File: config.mk
export PLATFORM = sky130hd
export DESIGN_NAME = instr_fetch_unit
export DESIGN_NICKNAME = d
export VERILOG_FILES = /design/src/rtl/fetch_pkg.sv /design/src/rtl/fetch_skid_fifo.sv /design/src/rtl/instr_fetch_unit.sv
export SDC_FILE = /design/constraint.sdc
export NUM_CORES = 1
export LEC_CHECK = 0
export CORE_MARGIN = 3
export CORE_UTILIZATION = 53
export DETAILED_ROUTE_END_ITERATION = 16
export PLACE_DENSITY = 0.81
export SLEW_MARGIN = 20
export SYNTH_ARGS = -nofsm -noshare
export SYNTH_HDL_FRONTEND = slang
export SYNTH_SLANG_ARGS = --single-unit
export TNS_END_PERCENT = 50
File: constraint.sdc
create_clock -name clk -period 3.4 [get_ports clk]
set_input_delay 0.34 -clock clk [delete_from_list [all_inputs] [get_ports clk]]
set_output_delay 0.34 -clock clk [all_outputs]
set_load 0.01 [all_outputs]
File: src/rtl/fetch_pkg.sv
// Shared types and constants for the instruction fetch unit.
package fetch_pkg;

  localparam int XLEN_DEF    = 32;
  localparam int INSTR_BYTES = 4;

  typedef struct packed {
    logic [XLEN_DEF-1:0] pc;
    logic [XLEN_DEF-1:0] instr;
  } fetch_entry_t;

endpackage

File: src/rtl/fetch_skid_fifo.sv
// Two-entry FIFO of fetch entries; the head entry is a register so the
// outputs to decode carry no combinational path from the ROM.
module fetch_skid_fifo
  import fetch_pkg::*;
(
  input  logic         clk,
  input  logic         rst_n,
  input  logic         push,
  input  fetch_entry_t push_data,
  input  logic         pop,
  input  logic         flush,
  output logic [1:0]   count,
  output fetch_entry_t head
);

  fetch_entry_t head_q;
  fetch_entry_t tail_q;
  logic [1:0]   count_q;

  always_ff @(posedge clk) begin
    if (!rst_n) begin
      head_q  <= '0;
      tail_q  <= '0;
      count_q <= 2'd0;
    end else if (flush) begin
      count_q <= 2'd0;
    end else begin
      case ({push, pop})
        2'b10: begin
          if (count_q == 2'd0) head_q <= push_data;
          else                 tail_q <= push_data;
          count_q <= count_q + 2'd1;
        end
        2'b01: begin
          head_q  <= tail_q;
          count_q <= count_q - 2'd1;
        end
        2'b11: begin
          // Simultaneous push and pop keeps the count; only the slots shift.
          if (count_q == 2'd2) begin
            head_q <= tail_q;
            tail_q <= push_data;
          end else begin
            head_q <= push_data;
          end
        end
        default: ;
      endcase
    end
  end

  assign count = count_q;
  assign head  = head_q;

endmodule

File: src/rtl/instr_fetch_unit.sv
// Instruction fetch: PC, ROM request tracking, redirects and decode handshake.
// Define FETCH_ALIGN_CHECK_EN to align redirect targets and flag misalignment.
module instr_fetch_unit
  import fetch_pkg::*;
#(
  parameter logic [31:0] RESET_PC = 32'h0000_0000,
  parameter int          XLEN     = XLEN_DEF
) (
  input  logic            clk,
  input  logic            rst_n,
  output logic [XLEN-1:0] imem_addr,
  input  logic [XLEN-1:0] imem_rdata,
  input  logic            redirect_valid,
  input  logic [XLEN-1:0] redirect_pc,
  output logic            out_valid,
  input  logic            out_ready,
  output logic [XLEN-1:0] out_pc,
  output logic [XLEN-1:0] out_instr,
  output logic            misalign_err
);

  // Handshake: decode takes the head entry in any cycle where out_valid and
  // out_ready are both high and no redirect is asserted.

  logic [XLEN-1:0] pc_q;
  logic            inflight_q;
  logic [XLEN-1:0] inflight_pc_q;
  logic [XLEN-1:0] target;
  logic [1:0]      count;
  logic [2:0]      occupancy;
  logic            pop;
  logic            push;
  logic            issue;
  fetch_entry_t    push_data;
  fetch_entry_t    head;

`ifdef FETCH_ALIGN_CHECK_EN
  logic misalign_q;

  assign target = {redirect_pc[XLEN-1:2], 2'b00};

  always_ff @(posedge clk) begin
    if (!rst_n)
      misalign_q <= 1'b0;
    else if (redirect_valid && (redirect_pc[1:0] != 2'b00))
      misalign_q <= 1'b1;
  end

  assign misalign_err = misalign_q;
`else
  assign target       = redirect_pc;
  assign misalign_err = 1'b0;
`endif

  assign pop  = out_valid && out_ready && !redirect_valid;
  assign push = inflight_q && !redirect_valid;

  // Entries already buffered or on their way, after this cycle's pop; a new
  // request is only made if its return is guaranteed a FIFO slot.
  assign occupancy = {1'b0, count} + {2'b0, inflight_q} - {2'b0, pop};
  assign issue     = (occupancy < 3'd2);

  assign push_data.pc    = inflight_pc_q;
  assign push_data.instr = imem_rdata;

  always_comb begin
    imem_addr = pc_q;
    if (!rst_n)              imem_addr = RESET_PC;
    else if (redirect_valid) imem_addr = target;
  end

  always_ff @(posedge clk) begin
    if (!rst_n) begin
      pc_q          <= RESET_PC;
      inflight_q    <= 1'b0;
      inflight_pc_q <= '0;
    end else if (redirect_valid) begin
      pc_q          <= target + XLEN'(INSTR_BYTES);
      inflight_q    <= 1'b1;
      inflight_pc_q <= target;
    end else if (issue) begin
      pc_q          <= pc_q + XLEN'(INSTR_BYTES);
      inflight_q    <= 1'b1;
      inflight_pc_q <= pc_q;
    end else begin
      inflight_q    <= 1'b0;
    end
  end

  fetch_skid_fifo u_fifo (
    .clk       (clk),
    .rst_n     (rst_n),
    .push      (push),
    .push_data (push_data),
    .pop       (pop),
    .flush     (redirect_valid),
    .count     (count),
    .head      (head)
  );

  assign out_valid = (count != 2'd0);
  assign out_pc    = head.pc;
  assign out_instr = head.instr;

endmodule
## Word level (Yosys, flattened, before mapping)

Index checks and enable logic that the tools add are counted.

| word-level totals | value |
|---|---|
| word-level logic and storage cells | 52 |
| flip-flop bits (word level) | 195 |

| operators by class | value |
|---|---|
| reduce and logical (&&, ||, !) cells | 13 |
| $add $sub $neg | 6 |
| eq/ne operators | 7 |
| bitwise operators | 2 |
| order comparisons | 1 |
| muxes and demuxes | 15 |

Operator list:

| kind | count |
|---|---|
| 64-bit 2-to-1 mux | 4 |
| 32-bit 2-to-1 mux | 6 |
| 64-bit one-hot mux with 3 select lines | 1 |
| 64-bit one-hot mux with 2 select lines | 1 |
| 32-bit by 3-bit adder with 32-bit output, second input constant | 2 |
| 2-bit nonzero test | 4 |
| 2-bit == test, second input constant | 3 |
| 2-bit by 1-bit inequality test with 1-bit output, second input constant | 2 |
| 2-bit one-hot mux with 2 select lines | 1 |
| 4-bit AND reduction | 1 |
| 2-bit by 1-bit adder with 3-bit output | 1 |
| 1-bit logical AND | 3 |
| 3-bit by 2-bit less-than comparator with 1-bit output, second input constant | 1 |
| 3-bit AND reduction | 1 |
| 3-bit nonzero test | 1 |
| 3-bit by 1-bit subtractor with 3-bit output | 1 |
| 2-bit by 1-bit adder with 2-bit output, second input constant | 1 |
| 2-bit by 1-bit == test with 1-bit output, second input constant | 1 |
| 2-bit logical NOT | 1 |
| 1-bit 2-to-1 mux | 2 |
| 2-bit inequality test, second input constant | 1 |
| 1-bit NOT | 2 |
| 2-bit OR reduction | 1 |
| 2-bit by 1-bit subtractor with 2-bit output, second input constant | 1 |
| 1-bit logical NOT | 1 |

## Logic depth before layout (Yosys ltp)

Gate-level depths: netlist (run 1).

| logic depth | value |
|---|---|
| depth after elaboration | 7 |
| gate-level depth with buffers | 14 |
| depth with buffers taken out | 12 |

## Hierarchy

From an unflattened synthesis (run 1), not the netlist that was laid out.

| unflattened totals | value |
|---|---|
| cells, all modules | 1223 |
| area, all modules | 9960.8 um^2 |

By module, submodules not included:

| module | seq. area each (um^2) | cells each | area each (um^2) | times used |
|---|---|---|---|---|
| fetch_skid_fifo | 2602.5 | 693 | 5778.0 | 1 |
| instr_fetch_unit | 1301.2 | 530 | 4182.8 | 1 |

## Worst setup path after synthesis (run 1)

OpenSTA, ideal clock, no wires.

| path | value |
|---|---|
| path kind | in2reg |
| start | input port redirect_valid |
| end | register pc_q[28] |
| data required time | 3.314 ns |
| buffers on the path | 5 |
| arrival time | 2.969 ns |
| setup slack | 0.345 ns |
| cell stages on the path | 14 |
| cells stage by stage | buf_2 buf_2 buf_2 buf_2 buf_2 mux2i_1 inv_1 ha_1 nand4_1 nor2_1 o2111ai_1 nor3_1 xor2_1 a211oi_1 |

| between the ends | value |
|---|---|
| longest elaborated chain between the ends | 5 |
| elaborated cells on any way between the ends | 6 |
| classes of those cells | add/sub: 1; order compare: 1; mux: 1; reduce/logical: 3 |

Ends and longest elaborated chain:

| item | RTL line | source |
|---|---|---|
| start, declared | instr_fetch_unit.sv:13 | `input logic redirect_valid,` |
| 1-bit logical NOT | instr_fetch_unit.sv:55 | `assign pop = out_valid && out_ready && !redirect_valid;` |
| 1-bit logical AND | instr_fetch_unit.sv:55 |  |
| 3-bit by 1-bit subtractor with 3-bit output | instr_fetch_unit.sv:60 | `assign occupancy = {1'b0, count} + {2'b0, inflight_q} - {2'b0, pop};` |
| 3-bit by 2-bit less-than comparator with 1-bit output | instr_fetch_unit.sv:61 | `assign issue = (occupancy < 3'd2);` |
| 2-bit nonzero test (no source line) | n/a |  |
| end signal, assigned | instr_fetch_unit.sv:78 | `pc_q <= target + XLEN'(INSTR_BYTES);` |
| end signal, assigned | instr_fetch_unit.sv:82 | `pc_q <= pc_q + XLEN'(INSTR_BYTES);` |
| end, declared | instr_fetch_unit.sv:25 | `logic [XLEN-1:0] pc_q;` |

Parallel ways exist; a longest one is shown, timed or not.
A chain may end at the register's enable or synchronous reset.

## Worst setup path in the final report (run 1)

| path | value |
|---|---|
| start | register u_fifo.count_q[0] (netlist: u_fifo.count[0]) |
| end | register inflight_pc_q[21] |

| between the ends | value |
|---|---|
| longest elaborated chain between the ends | 6 |
| elaborated cells on any way between the ends | 7 |
| classes of those cells | add/sub: 2; order compare: 1; reduce/logical: 4 |

Ends and longest elaborated chain:

| item | RTL line | source |
|---|---|---|
| start, declared | fetch_skid_fifo.sv:18 | `logic [1:0] count_q;` |
| start signal, assigned | fetch_skid_fifo.sv:32 | `count_q <= count_q + 2'd1;` |
| start signal, assigned | fetch_skid_fifo.sv:36 | `count_q <= count_q - 2'd1;` |
| parallel branches: the longest is 3 deep, another holds 2-bit by 1-bit adder with 3-bit output | n/a |  |
| 3-bit by 1-bit subtractor with 3-bit output * | instr_fetch_unit.sv:60 |  |
| 3-bit by 2-bit less-than comparator with 1-bit output * | instr_fetch_unit.sv:61 |  |
| 2-bit nonzero test (no source line) * | n/a |  |
| end signal, assigned | instr_fetch_unit.sv:80 | `inflight_pc_q <= target;` |
| end signal, assigned | instr_fetch_unit.sv:84 | `inflight_pc_q <= pc_q;` |
| end, declared | instr_fetch_unit.sv:27 | `logic [XLEN-1:0] inflight_pc_q;` |

Every way passes the cells marked *.

==> flow_metrics.py, run 1 <==
metrics = {
    "power_and_ir_drop": {
        "power_leakage_nw": 4.072,
        "power.total_mw": 5.342,
        "ir_drop_uv": 392.5,
        "p_int_mw": 3.924,
        "p_sw_mw": 1.418,
        "p_seq_frac": 0.467,
        "power.density_nw_per_um2": 467.8,
        "comb_power_share": 0.143,
        "swShare": 0.2654,
        "clkPwrFrac": 0.390,
    },
    "route": {
        "drt_iter0_drc": 640,
        "dr.pass1.iters": 7,
        "num_vias": 8525,
        "detail-route-antenna-nets": 0,
        "drc": 0,
        "viasPerCell": 5.847,
        "wirelength_um": 24510,
        "post_drt_wl_per_cell_um": 16.81,
    },
    "sta": {
        "hold_violations": 0,
        "tightest_slew_ns": 0.8960,
        "clock.fmax_ghz": 0.3383,
        "slew_viol_final": 0,
        "rsz0062_at_grt": "no",
        "worst_hold_slack_ns": 0.3072,
        "fin_skew_ns": 0.008884,
        "slew_headroom": 0.4027,
        "post-route-period-util": 0.8695,
        "setup_viol": 0,
        "finalSetupTns_ns": 0,
        "fin_crit_ns": 2.956,
        "layout_setup_ws_ns": 0.4436,
    },
    "yosys": {
        "synth_top_cell_by_area": "dfxtp_1",
        "synth-seq-cells": 195,
        "synth_edf_count": 0,
        "yosys_warnings": 0,
        "synth_flop_cell": "dfxtp_1",
        "syn-num-nets": 1188,
        "postSynth.asyncResetShare": 0,
        "synth_cells": 1113,
        "syn_area_um2": 8961,
        "synth.distinct_cells": 48,
        "yosysSeqAreaShare": 0.4356,
        "syn_area_per_cell_um2": 8.051,
        "synth.area.top_cells": "dfxtp_1 44%, nand2_1 8.4%, a211oi_1 7.4%, nor2_1 6.4%, a22oi_1 5.7%",
        "synth_top_area_share": 0.4356,
    },
    "layout": {
        "area_growth_syn_to_layout_pct": 27.44,
        "final_cell_mix": "199 x nand2_1, 195 x dfxtp_1, 163 x clkdlybuf4s50_1",
        "finalNetCount": 1304,
        "diodes": 0,
        "post-route-util": 0.7036,
        "drive_above_1_share": 0.05556,
        "layout_commonest_cell": "nand2_1",
    },
    "worst_setup_path": {
        "path_cells": "inv_1 > nand2_1 > and3_1 > ha_1 > nor2b_1 > fa_1 > nand2b_1 > nand2_1 > buf_12 > nor2_1 > a211oi_1",
        "endpoint": "inflight_pc_q[21]",
        "rrSetupSlack_ns": 0.44,
        "critPathMaxStageDelay_ns": 0.47,
        "rr_endpoint": "inflight_pc_q[21]",
        "cp-start-kind": "flop",
        "end_kind": "flop",
        "worstSetupStartpoint": "u_fifo.count[0]",
        "path_max_fanout": 37,
        "reg2reg_depth": 11,
        "critPathMostFrequentCell": "nand2_1",
        "required_ns": 3.72,
        "reg2reg_from": "u_fifo.count[0]",
        "worstPathArrival_ns": 3.28,
        "cpMaxStageDelayCell": "fa_1",
        "critPathKind": "flop to flop",
    },
    "place": {
        "hpwl_um": 16240,
        "io_buffers": 164,
        "pre_cts_ws_ns": 0.3304,
        "place.gp.congestion": 0.9054,
    },
    "die": {
        "die_w_um": 136.0,
        "start_util": 0.5521,
        "rows": 46,
        "core-area_um2": 16230,
        "die_h_um": 136.0,
        "ios": 166,
        "die_area_um2": 18500,
    },
    "clock_network": {
        "cts_resized": 0,
        "clockRootBuffer": "clkbuf_16",
        "clk_pin_slew_ns": 0.07,
        "cts_sinks": 195,
        "post_cts_buffers": 0,
        "htreeDepth": 4,
        "clock_path_buffers": 2,
        "postCtsHoldBufs": 0,
        "cts_buffers": 17,
        "tritoncts": "built",
        "clk_latency_ns": 0.43,
    },
    "global_route": {
        "grt_max_degree": 89,
        "first_global_vias": 7642,
        "grt_use_total": 0.2604,
        "grt_antenna_before_repair": 0,
        "grt_remaining_overflow": 0,
        "grt_first_pass_wirelength_um": 39290,
    },
    "run": {
        "max-cap-violations": 0,
    },
    "run_status": {
        "outcome": "completed",
    },
    "worst_hold_path": {
        "hold_class": "input port to flop",
    },
}
==> worst min path at each step <==
stage,start,endpoint,slack (ns),depth (start not counted)
after detailed placement,u_fifo.tail_q[16],u_fifo.tail_q[16],0.45,2
after floorplan,pc_q[31],pc_q[31],0.43,2
after CTS,redirect_valid,pc_q[7],0.29,2
final,redirect_valid,pc_q[7],0.31,2
after global routing,redirect_valid,pc_q[7],0.33,2
after global placement,u_fifo.tail_q[5],u_fifo.tail_q[5],0.44,2
==> cells by family after synthesis <==
kind of cell             Yosys count  synth area share
adder cells (fa/ha/maj)            7           0.01061
AND/OR/NAND/NOR                  429            0.2001
multiplexers                      33           0.03700
AO/OA/AOI/OAI                    305            0.2302
XOR/XNOR                          43           0.04203
flip-flops                       195            0.4356
buffers and inverters            100           0.04398
other                              1         0.0004185
==> metal layers <==
| metal | wire length, um | up-vias | GRT usage |
|---|---|---|---|
| li1 | - | 4156 | - |
| met1 | 10920 | 3988 | 0.3785 |
| met2 | 11040 | 338 | 0.3830 |
| met3 | 2065 | 43 | 0.05736 |
| met4 | 487 | 0 | 0.08679 |
| met5 | 0 | - | 0 |
==> stage by stage <==
step / cell area (um2) / cells
4_1_cts: 11420 / 1458
6_report: 11420 / 1458
2_1_floorplan: 8961 / 1113
3_5_place_dp: 10810 / 1426
5_1_grt: 11420 / 1458
3_3_place_gp: 10810 / 1426
==> synth_stat cells (2+ instances only) <==
cell type	number
a21oi_1	88
a21boi_0	5
mux2i_1	32
o31ai_1	4
and3_1	7
a22oi_1	68
nand3_1	29
nand4_1	7
and2_1	3
a222oi_1	2
a31oi_1	3
o21ai_0	11
o22ai_1	3
nand3b_1	9
nand2b_1	3
o2111ai_1	2
nand4b_1	2
o21a_1	12
ha_1	6
nor2_1	153
nand2_1	200
inv_1	8
buf_2	6
a311oi_1	9
nor3_1	8
clkbuf_1	73
nor2b_1	2
xnor2_1	20
a211oi_1	88
buf_1	11
dfxtp_1	195
o211ai_1	5
o211a_1	2
xor2_1	23
==> layout make-up <==
cell class | count | area [um2]
Multi-Input combinational cell | 818 | 4695
Timing Repair Buffer | 189 | 1902
Fill cell | 1287 | 4811
Clock inverter | 12 | 157.7
Clock buffer | 20 | 456.7
Inverter | 8 | 35.03
Sequential cell | 195 | 3904
Tap cell | 216 | 270.3
==> power by group through the flow <==
stage	Clock, mW	Sequential, mW	Combinational (mW)
after CTS	2.09	2.49	0.761
after detailed placement	0	2.55	0.754
final	2.08	2.50	0.762
after global placement	0	2.54	0.742
after floorplan	0	2.53	0.398
after global routing	2.19	2.51	0.833
==> worst max-delay path: cells and delay by family, from the launching register on <==
kind / cells / cell delay, ns
AND/OR/NAND/NOR: 6 / 1.12
adder cells (fa/ha/maj): 2 / 0.72
flip-flops: 1 / 0.41
buffers and inverters: 2 / 0.34
AO/OA/AOI/OAI: 1 / 0.26
==> flip-flops by register name (all words and copies together) (netlist names) <==
| register | cells |
|---|---|
| inflight_pc_q | 32 |
| inflight_q | 1 |
| pc_q | 32 |
| u_fifo.count | 2 |
| u_fifo.head | 64 |
| u_fifo.tail_q | 64 |
(Power assumes the default switching activity.)
==> run 2, diff against run 1 <==
Settings changed: CORE_MARGIN 3 to 2, CORE_UTILIZATION 53 to 30, PLACE_DENSITY 0.81 to unset.
==> flow_metrics.py, run 2 (synthesized netlist as in run 1, its figures left out) <==
metrics = {
    "clock_network": {
        "cts_resized": 0,
        "postCtsHoldBufs": 0,
        "clock_path_buffers": 2,
        "cts_sinks": 195,
        "clk_pin_slew_ns": 0.08,
        "cts_buffers": 17,
        "post_cts_buffers": 0,
        "tritoncts": "built",
        "clockRootBuffer": "clkbuf_16",
        "htreeDepth": 4,
        "clk_latency_ns": 0.43,
    },
    "route": {
        "routed.top_layer": "met4",
        "num_vias": 8184,
        "drc": 0,
        "viasPerCell": 4.996,
        "drt_iter0_drc": 559,
        "detail-route-antenna-nets": 0,
        "post_drt_wl_per_cell_um": 15.80,
        "dr_wl_met3_um": 1335,
        "dr.pass1.iters": 5,
        "wl_met1_um": 13240,
        "wirelength_um": 25880,
        "met2WireLength_um": 10890,
    },
    "worst_setup_path": {
        "path_cells": "inv_1 > nand2_1 > and3_1 > ha_1 > nor2b_1 > fa_1 > nand2b_1 > buf_4 > nor3_1 > xnor2_1 > a21oi_1",
        "critPathMaxStageDelay_ns": 0.46,
        "worst-path-buf-inv": 2,
        "critPathTopFamily": "simple AND/OR/NAND/NOR gates",
        "cp-start-kind": "flop",
        "path_max_fanout": 12,
        "end_kind": "flop",
        "path_depth": 11,
        "worstPathArrival_ns": 3.20,
        "required_ns": 3.70,
        "reg2reg_depth": 11,
        "rrSetupSlack_ns": 0.50,
        "cpMaxStageDelayCell": "fa_1",
        "critPathKind": "flop to flop",
    },
    "power_and_ir_drop": {
        "p_int_mw": 3.766,
        "power.density_nw_per_um2": 450.0,
        "p_sw_mw": 1.472,
        "swShare": 0.2811,
        "power.total_mw": 5.238,
        "ir_drop_uv": 321.3,
        "comb_power_share": 0.147,
        "p_seq_frac": 0.475,
        "power_leakage_nw": 4.078,
        "clkPwrFrac": 0.378,
    },
    "layout": {
        "instances_no_fill": 1638,
        "layout_commonest_cell": "nand2_1",
        "stdcell_area_um2": 11640,
        "finalNetCount": 1310,
        "final_cell_mix": "199 x nand2_1, 195 x dfxtp_1, 163 x clkdlybuf4s50_1",
        "diodes": 0,
        "post-route-util": 0.3938,
        "area_growth_syn_to_layout_pct": 29.89,
        "drive_above_1_share": 0.06090,
    },
    "place": {
        "placed_area_um2": 11070,
        "io_buffers": 164,
        "place_inst": 1606,
        "hpwl_um": 17730,
        "pre_cts_ws_ns": 0.3178,
        "place.gp.congestion": 0.8211,
    },
    "sta": {
        "tightest_slew_ns": 0.8766,
        "slew_viol_final": 0,
        "rsz0062_at_grt": "no",
        "finalSetupTns_ns": 0,
        "clock.fmax_ghz": 0.3450,
        "fin_crit_ns": 2.898,
        "setup_viol": 0,
        "post-route-period-util": 0.8524,
        "slew_headroom": 0.4156,
        "layout_setup_ws_ns": 0.5019,
        "fin_skew_ns": 0.01074,
        "worst_hold_slack_ns": 0.2915,
        "hold_violations": 0,
    },
    "global_route": {
        "grt_antenna_before_repair": 0,
        "grt_remaining_overflow": 0,
        "first_global_vias": 7570,
        "grt_first_pass_wirelength_um": 41680,
        "grt_max_degree": 129,
        "grt_use_total": 0.1668,
    },
    "run_status": {
        "outcome": "completed",
    },
    "die": {
        "die_w_um": 176.8,
        "start_util": 0.3032,
        "die_area_um2": 31270,
        "core-area_um2": 29560,
        "rows": 63,
        "ios": 166,
        "die_h_um": 176.8,
    },
    "run": {
        "max-cap-violations": 0,
    },
    "worst_hold_path": {
        "hold_depth": 2,
        "hold_class": "input port to flop",
    },
}
[run 2: metal layers]
metal | up-vias | global-route usage
met5 | - | 0
met3 | 21 | 0.03243
met2 | 218 | 0.2370
li1 | 4170 | -
met4 | 0 | 0.04339
met1 | 3775 | 0.2539
[run 2: worst paths after layout]
kind,start,end
worst max-delay path,u_fifo.count[0],pc_q[27]
worst min-delay path,redirect_valid,pc_q[6]
worst max register to register,u_fifo.count[0],pc_q[27]
worst min register to register,u_fifo.tail_q[24],u_fifo.tail_q[24]
[run 2: power by group through the flow]
stage                     registers [mW]  clock network, mW  logic [mW]
final                               2.49               1.98       0.770
after floorplan                     2.53                  0       0.398
after CTS                           2.49               2.03       0.777
after global placement              2.54                  0       0.769
after global routing                2.51               2.13       0.848
after detailed placement            2.54                  0       0.775
[run 2: final cells by class]
class	count	area (um2)
Sequential cell	195	3904
Tap cell	390	488.0
Timing Repair Buffer	195	1947
Inverter	8	35.03
Multi-Input combinational cell	818	4695
Clock buffer	18	439.2
Clock inverter	14	132.6
Fill cell	2965	17920
